### src/rtl/sqrt_share_arbiter.sv
// -----------------------------------------------------------------------------
// sqrt_share_arbiter
//   Lets NUM_REQ client blocks share one iterative square-root unit. Requests
//   are granted in round-robin order. Each grant latches the operand, pulses
//   start, waits for done (a watchdog bounds the wait), then returns the root
//   to the granted client over a valid/ready response.
//
// Ports
//   clk, rst_n     clock (rising edge), synchronous active-low reset
//   req_valid_i    per-requester request valid
//   req_data_i     packed operands, requester i at [i*DATA_W +: DATA_W]
//   req_ready_o    acceptance strobe, one-hot or zero, only in IDLE
//   rsp_valid_o    response valid for the granted requester (one-hot or zero)
//   rsp_ready_i    per-requester response ready (only the grantee's counts)
//   rsp_root_o     registered root, shared by all requesters
//   rsp_err_o      registered watchdog-abort flag (root forced to 0)
//   sq_start_o     one-cycle start pulse to the sqrt unit
//   sq_operand_o   operand to the sqrt unit, held from accept through RESP
//   sq_done_i      sqrt unit finished, sq_root_i valid this cycle
//   sq_root_i      root from the sqrt unit
//   busy_o         high whenever the arbiter is not idle
// -----------------------------------------------------------------------------
module sqrt_share_arbiter #(
  parameter int NUM_REQ    = 4,
  parameter int DATA_W     = 16,
  parameter int ROOT_W     = 8,
  parameter int MAX_CYCLES = 300
) (
  input  logic                      clk,
  input  logic                      rst_n,
  input  logic [NUM_REQ-1:0]        req_valid_i,
  input  logic [NUM_REQ*DATA_W-1:0] req_data_i,
  output logic [NUM_REQ-1:0]        req_ready_o,
  output logic [NUM_REQ-1:0]        rsp_valid_o,
  input  logic [NUM_REQ-1:0]        rsp_ready_i,
  output logic [ROOT_W-1:0]         rsp_root_o,
  output logic                      rsp_err_o,
  output logic                      sq_start_o,
  output logic [DATA_W-1:0]         sq_operand_o,
  input  logic                      sq_done_i,
  input  logic [ROOT_W-1:0]         sq_root_i,
  output logic                      busy_o
);

  localparam int GW = $clog2(NUM_REQ);
  // The counter only has to reach MAX_CYCLES-1.
  localparam int CW = $clog2(MAX_CYCLES);

  typedef enum logic [1:0] {
    S_IDLE,
    S_LAUNCH,
    S_WAIT,
    S_RESP
  } state_e;

  state_e              state_q, state_d;
  logic [GW-1:0]       last_grant_q, last_grant_d;
  logic [GW-1:0]       grant_q, grant_d;
  logic [DATA_W-1:0]   operand_q, operand_d;
  logic [ROOT_W-1:0]   root_q, root_d;
  logic                err_q, err_d;
  logic [CW-1:0]       cnt_q, cnt_d;

  logic [GW-1:0]       pick;
  logic                pick_vld;
  logic [GW:0]         rr_sum;
  logic [GW-1:0]       rr_idx;
  logic [DATA_W-1:0]   pick_data;
  logic                timeout;

  // Round-robin search: first valid requester at last_grant+1, +2, ...
  // rr_sum is one bit wider so the modulo wrap is a single subtract.
  always_comb begin
    // NOTE: every variable gets a default before any branch, so no latch is inferred.
    pick     = '0;
    pick_vld = 1'b0;
    rr_sum   = '0;
    rr_idx   = '0;
    for (int k = 1; k <= NUM_REQ; k++) begin
      rr_sum = (GW+1)'(last_grant_q) + (GW+1)'(k);
      if (rr_sum >= (GW+1)'(NUM_REQ)) begin
        rr_sum = rr_sum - (GW+1)'(NUM_REQ);
      end
      rr_idx = rr_sum[GW-1:0];
      if (!pick_vld && req_valid_i[rr_idx]) begin
        pick     = rr_idx;
        pick_vld = 1'b1;
      end
    end
  end

  // Operand of the picked requester.
  always_comb begin
    pick_data = '0;
    for (int i = 0; i < NUM_REQ; i++) begin
      if (pick == GW'(i)) begin
        pick_data = req_data_i[i*DATA_W +: DATA_W];
      end
    end
  end

  assign timeout = (cnt_q == CW'(MAX_CYCLES - 1));

  // Next-state and datapath update.
  always_comb begin
    state_d      = state_q;
    last_grant_d = last_grant_q;
    grant_d      = grant_q;
    operand_d    = operand_q;
    root_d       = root_q;
    err_d        = err_q;
    cnt_d        = cnt_q;
    unique case (state_q)
      S_IDLE: begin
        if (pick_vld) begin
          operand_d = pick_data;
          grant_d   = pick;
          state_d   = S_LAUNCH;
        end
      end
      S_LAUNCH: begin
        cnt_d   = '0;
        state_d = S_WAIT;
      end
      S_WAIT: begin
        cnt_d = cnt_q + 1'b1;
        // done has priority over a watchdog expiry in the same cycle
        if (sq_done_i) begin
          root_d  = sq_root_i;
          err_d   = 1'b0;
          state_d = S_RESP;
        end else if (timeout) begin
          root_d  = '0;
          err_d   = 1'b1;
          state_d = S_RESP;
        end
      end
      S_RESP: begin
        if (rsp_ready_i[grant_q]) begin
          last_grant_d = grant_q;
          state_d      = S_IDLE;
        end
      end
      default: state_d = S_IDLE;
    endcase
  end

  // State register.
  always_ff @(posedge clk) begin
    // NOTE: sequential state uses non-blocking assignments so every flop samples pre-edge values.
    if (!rst_n) begin
      state_q      <= S_IDLE;
      last_grant_q <= GW'(NUM_REQ - 1);
      grant_q      <= '0;
      operand_q    <= '0;
      root_q       <= '0;
      err_q        <= 1'b0;
      cnt_q        <= '0;
    end else begin
      state_q      <= state_d;
      last_grant_q <= last_grant_d;
      grant_q      <= grant_d;
      operand_q    <= operand_d;
      root_q       <= root_d;
      err_q        <= err_d;
      cnt_q        <= cnt_d;
    end
  end

  // Outputs decoded from the state register (ready also from the valid bits).
  always_comb begin
    req_ready_o = '0;
    rsp_valid_o = '0;
    if (state_q == S_IDLE && pick_vld) begin
      req_ready_o[pick] = 1'b1;
    end
    if (state_q == S_RESP) begin
      rsp_valid_o[grant_q] = 1'b1;
    end
  end

  assign sq_start_o   = (state_q == S_LAUNCH);
  assign busy_o       = (state_q != S_IDLE);
  assign sq_operand_o = operand_q;
  assign rsp_root_o   = root_q;
  assign rsp_err_o    = err_q;

endmodule

### config.mk
export PLATFORM = sky130hd
export DESIGN_NAME = sqrt_share_arbiter
export DESIGN_NICKNAME = d
export VERILOG_FILES = /design/src/rtl/sqrt_share_arbiter.sv
export SDC_FILE = /design/constraint.sdc
export NUM_CORES = 1
export LEC_CHECK = 0
export ABC_AREA = 1
export BUFFER_PORTS_ARGS = -buffer_cell sky130_fd_sc_hd__buf_2
export CORE_MARGIN = 3
export CORE_UTILIZATION = 30
export DETAILED_ROUTE_END_ITERATION = 12
export SYNTH_ARGS = -nofsm -noshare
export SYNTH_HDL_FRONTEND = slang
export SYNTH_SLANG_ARGS = --single-unit
### constraint.sdc
create_clock -name clk -period 2 [get_ports clk]
set_input_delay 0.1 -clock clk [delete_from_list [all_inputs] [get_ports clk]]
set_output_delay 0.1 -clock clk [all_outputs]
set_load 0.02 [all_outputs]
==> flow_metrics.py <==
metrics = {
    "timing": {
        "layout_worst_path_cycle_share_pct": 104,
        "clock_skew_ps": 9.68,
        "worst_slew_margin_rel_pct": 71.2,
        "final_worst_setup_slack_ps": -80.9,
        "period_needed_ps": 2080,
        "unrepaired_setup_endpoints_after_global_routing": "true",
        "report.final.setup_viol": 4,
        "hold_ws_ps": 55.4,
        "actual_transition_at_the_worst_max_transition_pin_ps": 428,
        "setup_total_negative_slack_ps": -219,
        "slew_violations": 0,
        "final_hold_viol_count": 0,
        "maxClockFrequency_mhz": 481,
    },
    "cells_and_area": {
        "filler_cell_count": 806,
        "drive_above_1_share_pct": 40.4,
        "final_cell_count_no_fill": 647,
        "nNetsFinal": 632,
        "mostFrequentLayoutCells": "buf_2, nand2_1, nand3_1",
        "flow.area_growth_from_synthesis_pct": 55.3,
        "stdcell_area_mm2": 0.00384,
        "insertedDiodeCount": 0,
        "final_common_cell": "buf_2",
    },
    "clocking": {
        "clock-sinks": 40,
        "cts_inserted_buffers": 5,
        "htreeDepth": 2,
        "clk_transition_reported_paths_ps": 80,
        "worst_skew_pair.late_latency_ps": 290,
        "tritoncts": "done",
        "cts_buffer_depth": 2,
        "cts-root-buf": "clkbuf_8",
    },
    "detailed_routing": {
        "detailroute.via_count": 3039,
        "detail_routed_net_length_per_standard_cell_um": 12.6,
        "drc_errors": 0,
        "routed_wirelength_um": 8160,
        "detail_route.iter0.violations": 86,
        "ant_nets": 0,
        "routed_via_density": 4.70,
        "detailedRoute.firstPassIterationCount": 4,
    },
    "power": {
        "ir_worst_vdd_v": 0.000687,
        "p_leak_nw": 1.90,
        "flop_pwr_share_pct": 23.2,
        "power_per_cell_area_mw_per_mm2": 1300,
        "internal_power_mw": 2.71,
        "p_switching_mw": 2.27,
        "clkPwrFrac_pct": 11.3,
        "share_comb_of_total_power_pct": 65.5,
        "switching_share_pct": 45.6,
    },
    "outcome": {
        "failed_checks": "negative setup slack",
        "status": "finished, violations left",
    },
    "yosys": {
        "yosys-mux-area-fraction_pct": 0,
        "yosys.area_share.adder_pct": 2.53,
        "synth_top_family_by_area": "simple AND/OR/NAND/NOR gates",
        "syn_inst": 393,
        "yosysSeqAreaShare_pct": 32.4,
        "synth_simple_gate_area_share_pct": 42.9,
        "ys_ff_latch": 40,
        "yosys_warnings": 0,
        "post_synth.cell_area_avg_um2": 6.29,
        "synth-compound-area-share_pct": 12.3,
        "post_synth_num_cell_types": 32,
        "mappedNetlistArea_mm2": 0.00247,
        "synthXorXnorAreaFrac_pct": 0,
        "postSynthNetCount": 481,
    },
    "global_route": {
        "grt_first_pass_wirelength_um": 13100,
        "grt_antenna_before_repair": 0,
        "global_route.overflow_total": 0,
        "grt_pass1_vias": 2954,
        "grt_start_max_net_pins": 21,
        "globalRouteTotalUtil_pct": 16.4,
    },
    "placed_design": {
        "post-place-ws_ps": 33.6,
        "placement.io_buffers": 117,
        "final_estimated_routing_congestion_in_global_placement": 0.897,
        "placedCellCount": 615,
        "placed_area_mm2": 0.00325,
        "dpl.hpwl_um": 5930,
    },
    "worst_setup_path": {
        "critPathKind": "reg2out",
        "worstSetupStartpointType": "register",
        "timing.critical_path.fanout_max": 6,
        "data_arrival_time_of_the_critical_path_ps": 1980,
        "setup.worst_path.end_class": "primary output",
        "worst_ep_required_time_ps": 1900,
    },
    "die": {
        "design.core.area_mm2": 0.00785,
        "core.rowCount": 32,
        "die_h_um": 96.8,
        "die_area_mm2": 0.00937,
        "initial_core_util_pct": 31.5,
        "die_wd_um": 96.8,
        "ios": 118,
    },
    "run": {
        "cap_viol_max_count": 0,
    },
    "hold_path": {
        "holdCritPathClass": "in2reg",
    },
}
timing repair:
| item | in CTS | in global routing |
|---|---|---|
| gates cloned | 0 | 2 |
| buffers inserted | 12 | 10 |
| pin swaps | 15 | 24 |
| hold buffers | 0 | 0 |
| setup endpoints to repair | 4 | 22 |
| resized for setup | 43 | 43 |
logic make-up (layout without fill, tap and decap cells):
family,after synthesis,count (layout)
and+or+nand+nor,236,236
AOI/OAI and AO/OA,57,57
adders and majority gates,5,5
DFF,40,40
buffers and inverters,55,207
layout make-up:
class | instances | area (um2) | area share, %
inverter | 41 | 169 | 4.40
timing repair buffer | 158 | 1020 | 26.7
sequential | 40 | 811 | 21.1
tap | 102 | 128 | 3.32
multi-input combinational | 298 | 1620 | 42.1
clock buffer | 8 | 90.1 | 2.35
routing by layer:
metal	vias to the layer above	GRT usage, %	share of wire, %
met1	1379	18.7	42
li1	1591	-	-
met4	0	4.32	1.2
met3	10	3.39	3.8
met2	59	30.7	53
met5	-	0	0
worst paths after layout:
kind	cells past startpoint	end	startpoint	slack, ps
max	12	req_ready_o[2]	last_grant_q[0]	-80
min	3	rsp_root_o[3]	sq_root_i[3]	60
max reg2reg	14	sq_operand_o[9]	last_grant_q[0]	-10
min reg2reg	1	cnt_q[8]	cnt_q[7]	440
synth_stat cells:
| cell type | instances | area share [%] |
|---|---|---|
| inv_1 | 36 | 5.5 |
| ha_1 | 5 | 2.5 |
| clkinv_1 | 1 | 0.15 |
| buf_4 | 3 | 0.91 |
| nand3_2 | 1 | 0.40 |
| o21ai_1 | 1 | 0.20 |
| nand3_1 | 46 | 9.3 |
| clkbuf_1 | 5 | 0.76 |
| buf_2 | 3 | 0.61 |
| nand2_2 | 3 | 0.76 |
| o31ai_1 | 1 | 0.30 |
| a21oi_1 | 28 | 5.7 |
| nor3_1 | 12 | 2.4 |
| a21oi_2 | 1 | 0.35 |
| inv_2 | 4 | 0.61 |
| o21ai_0 | 21 | 4.3 |
| nand2_1 | 123 | 19 |
| nor2_1 | 29 | 4.4 |
| a21boi_2 | 1 | 0.46 |
| dfxtp_1 | 40 | 32 |
| nor4_1 | 1 | 0.25 |
| buf_6 | 3 | 1.4 |
| nand3_4 | 2 | 1.4 |
| nor2_4 | 1 | 0.46 |
| o22ai_1 | 1 | 0.25 |
| a31oi_1 | 1 | 0.25 |
| nor2_2 | 2 | 0.51 |
| nand4_1 | 13 | 3.3 |
| o211ai_1 | 2 | 0.61 |
| nand2_4 | 1 | 0.46 |
| or2_2 | 1 | 0.25 |
| and2_1 | 1 | 0.25 |
critical path, stage by stage, from the launching register on:
cell	delay (ps)
dfxtp_4	390
buf_6	120
buf_6	120
nand2_2	60
nand3_2	60
nand2_2	60
nor2_4	160
nand3_2	110
nand3_4	120
buf_6	140
nand2_4	60
nor2_4	120
buf_6	130
power by group through the flow:
stage               logic, mW  registers, mW  clock network (mW)
finish                   3.26           1.16               0.564
global route             3.58           1.19               0.618
CTS                      2.81           1.15               0.591
floorplan                1.48           1.35                   0
detailed placement       2.51           1.17                   0
global placement         2.50           1.16                   0
state kept, by name, indices dropped and copies added, names as in the netlist:
register	count
sq_operand_o	16
grant_q	2
state_q	2
cnt_q	9
rsp_root_o	8
rsp_err_o	1
last_grant_q	2
through the flow:
step                      util (%)  total power [mW]
after detailed placement      41.4              3.68
after floorplan                  -              2.84
after global routing          48.9              5.39
final                         48.9              4.98
after global placement        41.4              3.66
after CTS                     45.4              4.55
Note: power is estimated with default switching activity, not from simulation.
